<file path="config.mk">
export PLATFORM = sky130hd
export DESIGN_NAME = mem_req_queue
export DESIGN_NICKNAME = d
export VERILOG_FILES = /design/src/rtl/mem_req_queue.sv
export SDC_FILE = /design/constraint.sdc
export NUM_CORES = 1
export LEC_CHECK = 0
export CAP_MARGIN = 30
export CORE_MARGIN = 5
export CORE_UTILIZATION = 40
export DETAILED_ROUTE_END_ITERATION = 12
export MAX_ROUTING_LAYER = met4
export SETUP_SLACK_MARGIN = 0.2
export SYNTH_ARGS = -nofsm -noshare
export SYNTH_HDL_FRONTEND = slang
export SYNTH_SLANG_ARGS = --single-unit
</file>
<file path="constraint.sdc">
create_clock -name clk -period 2.9 [get_ports clk]
set_input_delay 0.58 -clock clk [delete_from_list [all_inputs] [get_ports clk]]
set_output_delay 0.58 -clock clk [all_outputs]
set_load 0.01 [all_outputs]
</file>
<file path="src/rtl/mem_req_queue.sv">
// mem_req_queue
//   Request front-end for the 64x8 memory stage. Client read/write commands
//   are buffered in an in-order command queue, issued at most one per cycle
//   onto registered mem_req_* outputs, and read returns are collected in a
//   response queue. Reads only issue when a response slot is reserved for
//   them, so the memory side is never backpressured.
//
//   Ports:
//     clk, rst                 clock; asynchronous active-high reset
//     cmd_vld/cmd_rdy          client command handshake
//     cmd_op/cmd_addr/cmd_data command (op encoding in mem_req_queue_pkg::op_e)
//     rsp_vld/rsp_rdy/rsp_data read response handshake
//     mem_rst                  memory-bus reset (released 2 edges after rst)
//     mem_req_op/addr/data     registered request to memory
//     mem_rsp_vld/mem_rsp_data memory read return (single-cycle latency)
//     stat_wr_cnt/stat_rd_cnt  saturating issue counters, present only when
//                              MEM_REQ_QUEUE_STATS_EN is defined

package mem_req_queue_pkg;
  typedef enum logic [1:0] {
    OP_INVALID = 2'd0,
    OP_READ    = 2'd1,
    OP_WRITE   = 2'd2
  } op_e;
endpackage

module mem_req_queue
  import mem_req_queue_pkg::*;
#(
  parameter int unsigned ADDR_W    = 6,
  parameter int unsigned DATA_W    = 8,
  parameter int unsigned CMD_DEPTH = 4,
  parameter int unsigned RSP_DEPTH = 2
) (
  input  logic              clk,
  input  logic              rst,
  input  logic              cmd_vld,
  output logic              cmd_rdy,
  input  logic [1:0]        cmd_op,
  input  logic [ADDR_W-1:0] cmd_addr,
  input  logic [DATA_W-1:0] cmd_data,
  output logic              rsp_vld,
  input  logic              rsp_rdy,
  output logic [DATA_W-1:0] rsp_data,
  output logic              mem_rst,
  output logic [1:0]        mem_req_op,
  output logic [ADDR_W-1:0] mem_req_addr,
  output logic [DATA_W-1:0] mem_req_data,
  input  logic              mem_rsp_vld,
  input  logic [DATA_W-1:0] mem_rsp_data
`ifdef MEM_REQ_QUEUE_STATS_EN
  ,
  output logic [15:0]       stat_wr_cnt,
  output logic [15:0]       stat_rd_cnt
`endif
);

  localparam int unsigned CPW = $clog2(CMD_DEPTH);
  localparam int unsigned RPW = $clog2(RSP_DEPTH);
  localparam logic [CPW:0]   CQ_FULL    = (CPW+1)'(CMD_DEPTH);
  localparam logic [RPW+1:0] RQ_CREDITS = (RPW+2)'(RSP_DEPTH);

  typedef enum logic [1:0] {
    ST_RST0,
    ST_RST1,
    ST_RUN
  } rst_st_e;

  rst_st_e st_q, st_d;

  // Command queue
  op_e               cq_op_q   [CMD_DEPTH];
  logic [ADDR_W-1:0] cq_addr_q [CMD_DEPTH];
  logic [DATA_W-1:0] cq_data_q [CMD_DEPTH];
  logic [CPW-1:0]    cq_wr_ptr_q, cq_wr_ptr_d;
  logic [CPW-1:0]    cq_rd_ptr_q, cq_rd_ptr_d;
  logic [CPW:0]      cq_cnt_q, cq_cnt_d;

  // Response queue
  logic [DATA_W-1:0] rq_data_q [RSP_DEPTH];
  logic [RPW-1:0]    rq_wr_ptr_q, rq_wr_ptr_d;
  logic [RPW-1:0]    rq_rd_ptr_q, rq_rd_ptr_d;
  logic [RPW:0]      rq_cnt_q, rq_cnt_d;

  // Reads issued but not yet returned. The issue-to-return round trip spans
  // two edges, so a second read may issue before the first returns; a count
  // keeps the credit exact where a single flag would lose one.
  logic [RPW:0]      infl_q, infl_d;

  op_e               mem_req_op_q, mem_req_op_d;
  logic [ADDR_W-1:0] mem_req_addr_q, mem_req_addr_d;
  logic [DATA_W-1:0] mem_req_data_q, mem_req_data_d;

  op_e  cmd_op_e;
  op_e  head_op;
  logic cmd_push;
  logic head_vld;
  logic credit_ok;
  logic issue_rd;
  logic issue_wr;
  logic cq_pop;
  logic rsp_push;
  logic rsp_pop;

  // Memory-bus reset sequencer: held while rst, released on 2nd edge after.
  always_comb begin
    st_d = st_q;
    case (st_q)
      ST_RST0: st_d = ST_RST1;
      ST_RST1: st_d = ST_RUN;
      ST_RUN:  st_d = ST_RUN;
      default: st_d = ST_RST0;
    endcase
  end

  assign mem_rst = (st_q != ST_RUN);

  // Ready derives from the registered count only; rst gating keeps it low
  // for the whole reset pulse.
  assign cmd_rdy = !rst && (cq_cnt_q < CQ_FULL);

  assign rsp_vld  = (rq_cnt_q != '0);
  assign rsp_data = rq_data_q[rq_rd_ptr_q];

  assign mem_req_op   = mem_req_op_q;
  assign mem_req_addr = mem_req_addr_q;
  assign mem_req_data = mem_req_data_q;

  always_comb begin
    cmd_op_e  = op_e'(cmd_op);
    cmd_push  = cmd_vld && cmd_rdy && (cmd_op_e == OP_READ || cmd_op_e == OP_WRITE);
    head_vld  = (cq_cnt_q != '0);
    head_op   = cq_op_q[cq_rd_ptr_q];
    credit_ok = ({1'b0, rq_cnt_q} + {1'b0, infl_q}) < RQ_CREDITS;
    issue_wr  = (st_q == ST_RUN) && head_vld && (head_op == OP_WRITE);
    issue_rd  = (st_q == ST_RUN) && head_vld && (head_op == OP_READ) && credit_ok;
    cq_pop    = issue_wr || issue_rd;
    rsp_push  = mem_rsp_vld && (infl_q != '0);
    rsp_pop   = rsp_vld && rsp_rdy;

    cq_wr_ptr_d = cmd_push ? cq_wr_ptr_q + CPW'(1) : cq_wr_ptr_q;
    cq_rd_ptr_d = cq_pop   ? cq_rd_ptr_q + CPW'(1) : cq_rd_ptr_q;
    cq_cnt_d    = cq_cnt_q;
    case ({cmd_push, cq_pop})
      2'b10:   cq_cnt_d = cq_cnt_q + (CPW+1)'(1);
      2'b01:   cq_cnt_d = cq_cnt_q - (CPW+1)'(1);
      default: cq_cnt_d = cq_cnt_q;
    endcase

    rq_wr_ptr_d = rsp_push ? rq_wr_ptr_q + RPW'(1) : rq_wr_ptr_q;
    rq_rd_ptr_d = rsp_pop  ? rq_rd_ptr_q + RPW'(1) : rq_rd_ptr_q;
    rq_cnt_d    = rq_cnt_q;
    case ({rsp_push, rsp_pop})
      2'b10:   rq_cnt_d = rq_cnt_q + (RPW+1)'(1);
      2'b01:   rq_cnt_d = rq_cnt_q - (RPW+1)'(1);
      default: rq_cnt_d = rq_cnt_q;
    endcase

    infl_d = infl_q;
    case ({issue_rd, rsp_push})
      2'b10:   infl_d = infl_q + (RPW+1)'(1);
      2'b01:   infl_d = infl_q - (RPW+1)'(1);
      default: infl_d = infl_q;
    endcase

    mem_req_op_d   = cq_pop ? head_op : OP_INVALID;
    mem_req_addr_d = cq_pop ? cq_addr_q[cq_rd_ptr_q] : mem_req_addr_q;
    mem_req_data_d = cq_pop ? cq_data_q[cq_rd_ptr_q] : mem_req_data_q;
  end

  always_ff @(posedge clk or posedge rst) begin
    if (rst) begin
      st_q           <= ST_RST0;
      cq_wr_ptr_q    <= '0;
      cq_rd_ptr_q    <= '0;
      cq_cnt_q       <= '0;
      rq_wr_ptr_q    <= '0;
      rq_rd_ptr_q    <= '0;
      rq_cnt_q       <= '0;
      infl_q         <= '0;
      mem_req_op_q   <= OP_INVALID;
      mem_req_addr_q <= '0;
      mem_req_data_q <= '0;
    end else begin
      st_q           <= st_d;
      cq_wr_ptr_q    <= cq_wr_ptr_d;
      cq_rd_ptr_q    <= cq_rd_ptr_d;
      cq_cnt_q       <= cq_cnt_d;
      rq_wr_ptr_q    <= rq_wr_ptr_d;
      rq_rd_ptr_q    <= rq_rd_ptr_d;
      rq_cnt_q       <= rq_cnt_d;
      infl_q         <= infl_d;
      mem_req_op_q   <= mem_req_op_d;
      mem_req_addr_q <= mem_req_addr_d;
      mem_req_data_q <= mem_req_data_d;
    end
  end

  // Queue storage needs no reset: entries are only read when counted valid.
  always_ff @(posedge clk) begin
    if (cmd_push) begin
      cq_op_q[cq_wr_ptr_q]   <= cmd_op_e;
      cq_addr_q[cq_wr_ptr_q] <= cmd_addr;
      cq_data_q[cq_wr_ptr_q] <= cmd_data;
    end
    if (rsp_push) begin
      rq_data_q[rq_wr_ptr_q] <= mem_rsp_data;
    end
  end

`ifdef MEM_REQ_QUEUE_STATS_EN
  logic [15:0] stat_wr_q, stat_wr_d;
  logic [15:0] stat_rd_q, stat_rd_d;

  always_comb begin
    stat_wr_d = stat_wr_q;
    stat_rd_d = stat_rd_q;
    if (issue_wr && stat_wr_q != '1) stat_wr_d = stat_wr_q + 16'd1;
    if (issue_rd && stat_rd_q != '1) stat_rd_d = stat_rd_q + 16'd1;
  end

  always_ff @(posedge clk or posedge rst) begin
    if (rst) begin
      stat_wr_q <= '0;
      stat_rd_q <= '0;
    end else begin
      stat_wr_q <= stat_wr_d;
      stat_rd_q <= stat_rd_d;
    end
  end

  assign stat_wr_cnt = stat_wr_q;
  assign stat_rd_cnt = stat_rd_q;
`endif

endmodule

</file>
[Yosys cells after proc, flatten, opt, wreduce, memory -nomap -nowiden]
Memory sizes are Yosys's and may differ from the RTL's. A register that Yosys moved wholly into a read port is not among the register bits.
Index checks and enable logic that the tools add are counted.
Storage, ports and cells
  register bits after elaboration: 17
  RAM bits: 80
  output and inout bits: 27
  logic and storage cells: 68
  memories: 4
Memories
  cq_data_q: depth 4, width 8, rd ports 1, clocked after memory_dff 1, wr ports 1, RTL line 74  | logic [DATA_W-1:0] cq_data_q [CMD_DEPTH];
  cq_addr_q: depth 4, width 6, rd ports 1, clocked after memory_dff 1, wr ports 1, RTL line 73  | logic [ADDR_W-1:0] cq_addr_q [CMD_DEPTH];
  rq_data_q: depth 2, width 8, rd ports 1, clocked after memory_dff 0, wr ports 1, RTL line 80  | logic [DATA_W-1:0] rq_data_q [RSP_DEPTH];
  cq_op_q: depth 4, width 2, rd ports 1, clocked after memory_dff 0, wr ports 1, RTL line 72  | op_e cq_op_q [CMD_DEPTH];
Operators by class
  add/subtract/negate cells: 11
  order comparisons: 2
  eq/ne operators: 13
  mux-type cells: 9
  reductions and logical operators: 20
Operators with widths (count)
  $eq A2 B1 Y1 const B: 6
  $eq A2 B2 Y1 const B: 6
  $pmux W2 S2: 3
  $reduce_bool A2 Y1: 5
  $logic_and A1 B1 Y1: 9
  $add A2 B1 Y2 const B: 4
  $pmux W3 S2: 1
  $mux W1: 4
  $sub A2 B1 Y2 const B: 2
  $add A2 B2 Y3: 1
  $add A3 B1 Y3 const B: 1
  $lt A3 B2 Y1 const B: 1
  $lt A3 B3 Y1 const B: 1
  $reduce_bool A3 Y1: 1
  $sub A3 B1 Y3 const B: 1
  $add A1 B1 Y1 const B: 2
  $logic_not A2 Y1: 1
  $logic_or A1 B1 Y1: 2
  $mux W2: 1
  $ne A2 B2 Y1 const B: 1
  $reduce_or A2 Y1: 1
  $logic_not A1 Y1: 1

[Depth between registers and ports, before layout]
Gate-level depths: netlist of the first run.
  word-level depth: 7
  depth in mapped cells: 13
  gate-level depth less buffers: 11

[Least setup slack after synthesis of the first run]
OpenSTA, ideal clock, no wires.
  path type: reg-to-reg
  start point: reg rq_cnt_q[0]
  end point: reg cq_cnt_q[2]
  library setup time: 0.079 ns
  arrival: 2.964 ns
  required time: 2.821 ns
  path slack: -0.143 ns
  cell stages (with the launch flop): 14
  path buffers: 2
  clock period less this slack: 3.043 ns
  cell sequence: dfrtp_1 -> and2_1 -> fa_1 -> or4b_4 -> a21o_1 -> buf_6 -> buf_12 -> inv_1 -> ha_1 -> inv_1 -> fa_1 -> xor2_1 -> nor2_1 -> xor2_1
On the way
  cells in the longest elaborated chain, start to end: 6
  elaborated cells on any way between the ends: 8
  classes of those cells: add/sub: 1; order compare: 1; eq/ne: 2; mux: 1; reduce/logical: 3
RTL lines
  start: declaration: RTL line 83  | logic [RPW:0] rq_cnt_q, rq_cnt_d;
  start signal: assignment: RTL line 191  | rq_cnt_q <= rq_cnt_d;
  $add A2 B2 Y3 *: RTL line 134  | credit_ok = ({1'b0, rq_cnt_q} + {1'b0, infl_q}) < RQ_CREDITS;
  $lt A3 B2 Y1 *: RTL line 134
  $logic_and A1 B1 Y1 *: RTL line 136  | issue_rd = (st_q == ST_RUN) && head_vld && (head_op == OP_READ) && credit_ok;
  $logic_or A1 B1 Y1 *: RTL line 137  | cq_pop = issue_wr || issue_rd;
  via cq_pop: RTL line 101  | logic cq_pop;
  $eq A2 B1 Y1 / $eq A2 B2 Y1 (equally long branches): RTL line 144  | case ({cmd_push, cq_pop})
  $pmux W3 S2 / $reduce_bool A2 Y1 (equally long branches)
  end signal: assignment: RTL line 188  | cq_cnt_q <= cq_cnt_d;
  end: declaration: RTL line 77  | logic [CPW:0] cq_cnt_q, cq_cnt_d;
Mark *: on every way through the listed nets, which the timed path passes. The rest lies on a longest branch.
A chain may end at the register's enable or synchronous reset.

[Final worst setup path of the first run]
  start point: reg infl_q[0]
  end point: reg cq_cnt_q[2]
On the way
  cells in the longest elaborated chain, start to end: 6
  elaborated cells on any way between the ends: 8
  classes of those cells: add/sub: 1; order compare: 1; eq/ne: 2; mux: 1; reduce/logical: 3
RTL lines
  start: declaration: RTL line 88  | logic [RPW:0] infl_q, infl_d;
  start signal: assignment: RTL line 192  | infl_q <= infl_d;
  $add A2 B2 Y3 *: RTL line 134
  $lt A3 B2 Y1 *: RTL line 134
  $logic_and A1 B1 Y1 *: RTL line 136
  $logic_or A1 B1 Y1 *: RTL line 137
  via cq_pop: RTL line 101
  $eq A2 B1 Y1 / $eq A2 B2 Y1 (equally long branches): RTL line 144
  $pmux W3 S2 / $reduce_bool A2 Y1 (equally long branches)
Marked as above.

==> results.tsv, run 1 <==
stage	metric	value	unit
power_and_ir_drop	Power, Total	5.03	mW
clock_tree	root buffer cell	clkbuf_8	
place	Placer Congestion	0.708	
synthesis	area share of the largest cell type after synthesis	54.7	%
place	hpwl dp	5050	um
worst_setup_path	worst-path cell chain	and2_1, fa_1, or4b_4, a21o_1, inv_4, ha_4, inv_2, fa_2, xor2_1, nor2_1, xor2_1	
cells_and_area	area delta synth->final	23.0	%
clock_tree	CTS tree	built	
sta	# setup viols final	0	
die	# rows	38	
clock_tree	CTS Sinks	111	
run	max capacitance violation total	0	
cells_and_area	Ant. Diodes	0	
routing	drt wl/cell	16.5	um
sta	f_max	364	MHz
run_status	status	complete, no violations	
worst_setup_path	Crit path arrival time	3.04	ns
sta	RSZ-0062 raised after global routing	true	
sta	Post-Route Setup TNS	0	ns
routing	via/cell ratio	4.76	
synthesis	Synth Warn #	0	
synthesis	register bit total from synthesis	111	
global_routing	first-pass GRT wire length	11800	um
synthesis	dominant cells by area after synthesis	edfxtp_1, dfrtp_1, mux4_2	
place	Port Buf Inserts	55	
synthesis	Synth area leader	edfxtp_1	
synthesis	Post-synth top cells	edfxtp_1, dfrtp_1, inv_1, mux2_2, mux4_2	
global_routing	largest net degree at the start of global routing	27	
power_and_ir_drop	Leak	2.03	nW
routing	drt drc	0	
sta	Final Hold Fails	0	
clock_tree	worst-skew pair later-pin latency	0.36	ns
global_routing	total grt overflow	0	
sta	count of final max-slew check failures	0	
die	core area	10800	um2
synthesis	Cell variety after synth	26	
worst_setup_path	Buf/Inv on CP	2	
die	die area	13200	um2
die	chip width	115	um
worst_setup_path	CP delay by family, top	adder cells	
clock_tree	Num CTS Buffers	9	
sta	fin crit share	94.8	%
cells_and_area	layout cells sized above 1	24.3	%
synthesis	asr flop ratio synth	27.9	%
cells_and_area	fill count	917	
worst_setup_path	crit path kind	flop to flop	
global_routing	initial antenna violation count	0	
routing	Via Count	2116	
power_and_ir_drop	P per Cell Area	931	nW/um2
synthesis	mapped cell area	4390	um2
sta	skew final	0.0147	ns
hold_path	HP Class	input port to asynchronous set/reset pin	
sta	Slew @ Worst Pin	0.545	ns
sta	PnR worst setup slack	0.150	ns
place	dpl ws	0.0736	ns
cells_and_area	Final nets	340	
synthesis	synthesized area per cell	19.8	um2
clock_tree	clock transition at the registers of the reported paths	0.11	ns
synthesis	register area share after synthesis	72.4	%
clock_tree	H-tree Lvls	3	
worst_setup_path	type of origin of the critical path	flop	
routing	Pre-antenna DRT Iters	4	
routing	post-route ant nets	0	
die	DIE HEIGHT	115	um
synthesis	Post-synth EDFFs	80	
die	initial core utilization	40.7	%
synthesis	count leader, synth	edfxtp_1	
place	placed insts	426	
clock_tree	post-cts sizing count	0	
global_routing	GRT Total Usage	12.2	%
worst_setup_path	Worst EP required	3.19	ns
global_routing	number of global-route vias before repair	2294	
sta	Rel. slew slack	63.3	%
routing	drt total wl	7340	um
sta	fin crit period	2.75	ns
synthesis	Main synth FF type	edfxtp_1	
worst_setup_path	Critical Path Max Stage Delay	0.51	ns
die	Ports	56	
cells_and_area	non-filler cells, final	445	
sta	worst hold slack	0.457	ns
clock_tree	CTS Buffer Depth	2	
worst_setup_path	Slowest-stage cell, CP	or4b_4	
synthesis	post-synthesis cell count	222	
worst_setup_path	CP endpoint kind	flop	
routing	DR iter-0 viols	53	
power_and_ir_drop	Peak VDD IR	375	uV
synthesis	syn nets	262	
worst_setup_path	worst-path fanout max	3	
worst_setup_path	Most common cell on crit path	xor2_1	
[per-stage QoR]
step	utilization [%]	cell area [um2]
6_report	50.0	5400
5_1_grt	50.0	5400
4_1_cts	50.0	5390
3_5_place_dp	48.2	5200
3_3_place_gp	48.2	5200
2_1_floorplan	-	4410
[layout by cell type (no fill, tap or decap), types with 2 or more instances in the layout]
cell type	n
edfxtp_1	80
clkdlybuf4s50_1	55
dfrtp_1	31
buf_4	20
mux2_2	14
inv_1	12
mux4_2	10
xnor2_1	9
clkbuf_8	9
mux2_4	8
ha_1	8
and2_1	7
xor2_1	6
nor2_1	6
mux4_1	6
inv_6	4
or2_2	2
o21ai_0	2
[repair_timing]
item                                    in CTS  in global routing
hold endpoints to repair                     0                  0
endpoints found under the setup margin       1                  2
pin swaps                                    2                  5
setup buffers                                2                  1
hold buffers                                 0                  0
[cell families after synthesis]
kind of cell / count (synthesis) / synth area share [%]
adders and majority gates: 11 / 3.48
and+or+nand+nor: 19 / 2.51
DFF: 111 / 72.4
muxes: 39 / 15.3
xor gates and xnor gates: 15 / 2.99
AOI/OAI and AO/OA: 5 / 0.770
buffers and inverters: 22 / 2.59
[power breakdown]
group          total, mW  switching [mW]  internal [mW]
Clock              0.849           0.523          0.326
Combinational       1.97           0.798           1.18
Sequential          2.21           0.180           2.03
[per-layer routing]
metal	up-vias	wire (um)	track usage, %
met5	-	0	-
met4	0	104	3.99
met3	9	299	2.47
met2	47	3700	20.2
met1	1073	3230	15.3
li1	987	-	-
[worst paths after layout]
check	start	endpoint	slack, ns	cells after the start
max in group asynchronous	rst	mem_req_addr[4]$_DFFE_PP0P_	1.79	3
min in group clk	rq_wr_ptr_q$_DFFE_PP0P_	rq_wr_ptr_q$_DFFE_PP0P_	0.49	1
hold reg to reg	rq_wr_ptr_q$_DFFE_PP0P_	rq_wr_ptr_q$_DFFE_PP0P_	0.49	1
setup / recovery	infl_q[0]$_DFFE_PP0P_	cq_cnt_q[2]$_DFFE_PP0P_	0.15	11
hold / removal	rst	mem_req_data[6]$_DFFE_PP0P_	0.46	2
setup reg to reg	infl_q[0]$_DFFE_PP0P_	cq_cnt_q[2]$_DFFE_PP0P_	0.15	11
[state kept, by name, summed over array words and instances (netlist names), 3 cells and up]
name / count
cq_op_q: 8
cq_cnt_q: 3
mem_req_addr: 6
cq_addr_q: 24
cq_data_q: 32
mem_req_data: 8
rq_data_q: 16
[final cells by class]
class	instances	area (um2)	area share, %
clock inverters	6	48.8	0.904
flip-flops and latches	111	3180	58.9
multi-input cells	89	1110	20.6
inverters	14	55.1	1.02
well taps	140	175	3.24
repair buffers	75	701	13.0
clock buffers	10	128	2.36
No activity file was read; power rests on OpenSTA's default activity.
==> inputs of run 2 (changes only) <==
--- a/config.mk
+++ b/config.mk
@@ -5,6 +5,7 @@
 export SDC_FILE = /design/constraint.sdc
 export NUM_CORES = 1
 export LEC_CHECK = 0
+export ABC_CLOCK_PERIOD_IN_PS = 3600
 export CAP_MARGIN = 30
 export CORE_MARGIN = 5
 export CORE_UTILIZATION = 40
==> constraint.sdc (replaced) <==
create_clock -name clk -period 3.6 [get_ports clk]
set_input_delay 0.72 -clock clk [delete_from_list [all_inputs] [get_ports clk]]
set_output_delay 0.72 -clock clk [all_outputs]
set_load 0.01 [all_outputs]
==> run 2 against run 1 <==
Compared with the run above:
- utilization fell by 0.51 points
- critical path depth shrank 1
- global-route usage grew 0.23 points
- largest power group unchanged
- combinational power shrank 24%
- die area did not move
- clock power fell by 5.8%
- hold slack better by 0.047 ns
- critical endpoint unchanged
- non-clock buffer count decreased by 11
- first-iteration DRC count grew 32%
==> results.tsv, run 2 (same netlist as run 1, synthesis figures left out) <==
stage	metric	value	unit	change
sta	PnR worst setup slack	0.651	ns	+0.501 ns
clock_tree	CTS Buffer Depth	2		unchanged
place	hpwl dp	4990	um	-1.1%
worst_setup_path	CP endpoint kind	flop		
sta	# setup viols final	0		unchanged
global_routing	GRT Total Usage	12.5	%	+0.23 points
power_and_ir_drop	P per Cell Area	766	nW/um2	-18%
clock_tree	worst-skew pair later-pin latency	0.36	ns	about the same
worst_setup_path	Reg2Reg Depth	10		-1
die	Ports	56		unchanged
die	initial core utilization	40.7	%	unchanged
routing	drt drc	0		unchanged
cells_and_area	non-filler cells, final	434		-2.5%
die	DIE HEIGHT	115	um	unchanged
die	chip width	115	um	unchanged
cells_and_area	number of flip-flops in the largest register	32		unchanged
sta	Final Hold Fails	0		unchanged
clock_tree	Hold Buf Count CTS	0		unchanged
sta	fin crit period	2.95	ns	+0.199 ns
power_and_ir_drop	Peak VDD IR	338	uV	-9.9%
global_routing	total grt overflow	0		unchanged
hold_path	HP Class	flop to flop		
cells_and_area	layout cells sized above 1	20.1	%	-4.2 points
cells_and_area	Design Area, Final	5340	um2	-1.0%
hold_path	Hold Crit Start	rq_wr_ptr_q$_DFFE_PP0P_		
worst_setup_path	Worst EP required	3.90	ns	+0.71 ns
clock_tree	CTS tree	built		
clock_tree	root buffer cell	clkbuf_8		
hold_path	hold path cells	1		
die	core area	10800	um2	unchanged
die	# rows	38		unchanged
worst_setup_path	type of origin of the critical path	flop		
sta	Post-Route Setup TNS	0	ns	unchanged
run_status	status	complete, no violations		
sta	Slew @ Worst Pin	0.670	ns	+0.126 ns
clock_tree	postcts setup bufs	0		-2
routing	drt total wl	7330	um	about the same
place	dpl ws	0.630	ns	+0.557 ns
die	die area	13200	um2	unchanged
routing	Via Count	2043		-3.4%
global_routing	number of global-route vias before repair	2196		-4.3%
sta	count of final max-slew check failures	0		unchanged
power_and_ir_drop	Leak	1.98	nW	-2.4%
cells_and_area	area delta synth->final	21.7	%	
clock_tree	clock transition at the registers of the reported paths	0.10	ns	about the same
cells_and_area	Final nets	329		-3.2%
cells_and_area	most frequent cells in the layout	edfxtp_1, clkdlybuf4s50_1, dfrtp_1		
cells_and_area	commonest non-fill, non-tap cell in the layout	edfxtp_1		
global_routing	initial antenna violation count	0		unchanged
place	Placer Congestion	0.693		-2.1%
routing	drt wl/cell	16.9	um	+2.5%
routing	Pre-antenna DRT Iters	4		unchanged
cells_and_area	Ant. Diodes	0		unchanged
worst_setup_path	R2R Path End	cq_cnt_q[2]$_DFFE_PP0P_		
sta	RSZ-0062 raised after global routing	false		
worst_setup_path	Crit path arrival time	3.25	ns	+0.21 ns
routing	post-route ant nets	0		unchanged
place	placed insts	418		-1.9%
clock_tree	H-tree Lvls	3		unchanged
sta	f_max	339	MHz	-6.7%
place	Port Buf Inserts	55		unchanged
run	max capacitance violation total	0		unchanged
cells_and_area	Largest regs	cq_data_q (32), cq_addr_q (24), rq_data_q (16)		
worst_setup_path	worst-path fanout max	8		+5
worst_setup_path	crit path kind	flop to flop		
worst_setup_path	Worst R2R Start	cq_rd_ptr_q[0]$_DFFE_PP0P_		
hold_path	Worst Hold End	rq_wr_ptr_q$_DFFE_PP0P_		
sta	skew final	0.00641	ns	-0.00828 ns
routing	via/cell ratio	4.71		-1.0%
global_routing	first-pass GRT wire length	11800	um	-0.11%
clock_tree	CTS Sinks	111		unchanged
sta	Rel. slew slack	55.1	%	-8.2 points
worst_setup_path	R2R setup slack	0.65	ns	+0.50 ns
clock_tree	post-cts sizing count	0		unchanged
clock_tree	Num CTS Buffers	9		unchanged
routing	DR iter-0 viols	70		+32%
sta	fin crit share	81.9	%	-13 points
place	Post-DP Area	5120	um2	-1.5%
cells_and_area	most flop-heavy register	cq_data_q		
global_routing	largest net degree at the start of global routing	19		-30%
## run 2: cell types whose count changed in the layout (fill, tap and decap cells not counted), sizes merged
cell	before	now
inv	18	15
clkinvlp	0	3
buf	20	9
bufinv	0	2
clkinv	2	0
## run 2: area by class of cell
class	instances	area, um2
Tap cell	140	175
Sequential cell	111	3180
Clock buffer	10	128
Timing Repair Buffer	64	618
Inverter	14	52.6
Multi-Input combinational cell	89	1100
Clock inverter	6	93.8
Fill cell	934	5450
## run 2: power breakdown
part	leakage (nW)	total [mW]	switching (mW)	internal, mW
Combinational	0.791	1.49	0.603	0.885
Clock	0.101	0.800	0.404	0.397
Sequential	1.09	1.80	0.172	1.63
## run 2: worst max path at each step
stage	cells after the start	startpoint	slack, ns	end
after floorplan	13	rq_cnt_q[0]$_DFFE_PP0P_	0.56	cq_cnt_q[2]$_DFFE_PP0P_
after global placement	10	cq_rd_ptr_q[0]$_DFFE_PP0P_	0.69	cq_cnt_q[2]$_DFFE_PP0P_
after detailed placement	10	cq_rd_ptr_q[0]$_DFFE_PP0P_	0.63	cq_cnt_q[2]$_DFFE_PP0P_
after CTS	10	cq_rd_ptr_q[0]$_DFFE_PP0P_	0.62	cq_cnt_q[2]$_DFFE_PP0P_
after global routing	10	cq_rd_ptr_q[0]$_DFFE_PP0P_	0.46	cq_cnt_q[2]$_DFFE_PP0P_
final	10	cq_rd_ptr_q[0]$_DFFE_PP0P_	0.65	cq_cnt_q[2]$_DFFE_PP0P_
## run 2: through the flow
| step | total power, mW | utilization, % | hold WS, ns |
|---|---|---|---|
| floorplan | 2.86 | - | 0.460 |
| global placement | 3.33 | 47.5 | 0.476 |
| detailed placement | 3.36 | 47.5 | 0.489 |
| CTS | 4.18 | 49.5 | 0.510 |
| global route | 4.36 | 49.5 | 0.534 |
| finish | 4.09 | 49.5 | 0.504 |
## run 2: per-layer routing
metal	track usage (%)	up-vias	routed length, um
li1	-	959	-
met1	16.0	1023	3310
met2	19.4	52	3570
met3	4.42	9	363
met4	2.58	0	92
met5	-	-	0
## run 2: worst max-delay path, stage by stage, from the launching register on
cell and delay [ns]:
dfrtp_1 0.59, mux4_2 0.56, or4b_4 0.50, a21o_1 0.18, inv_1 0.05, ha_1 0.17, inv_1 0.06, fa_1 0.37
xor2_1 0.15, nor2_1 0.11, xor2_1 0.14
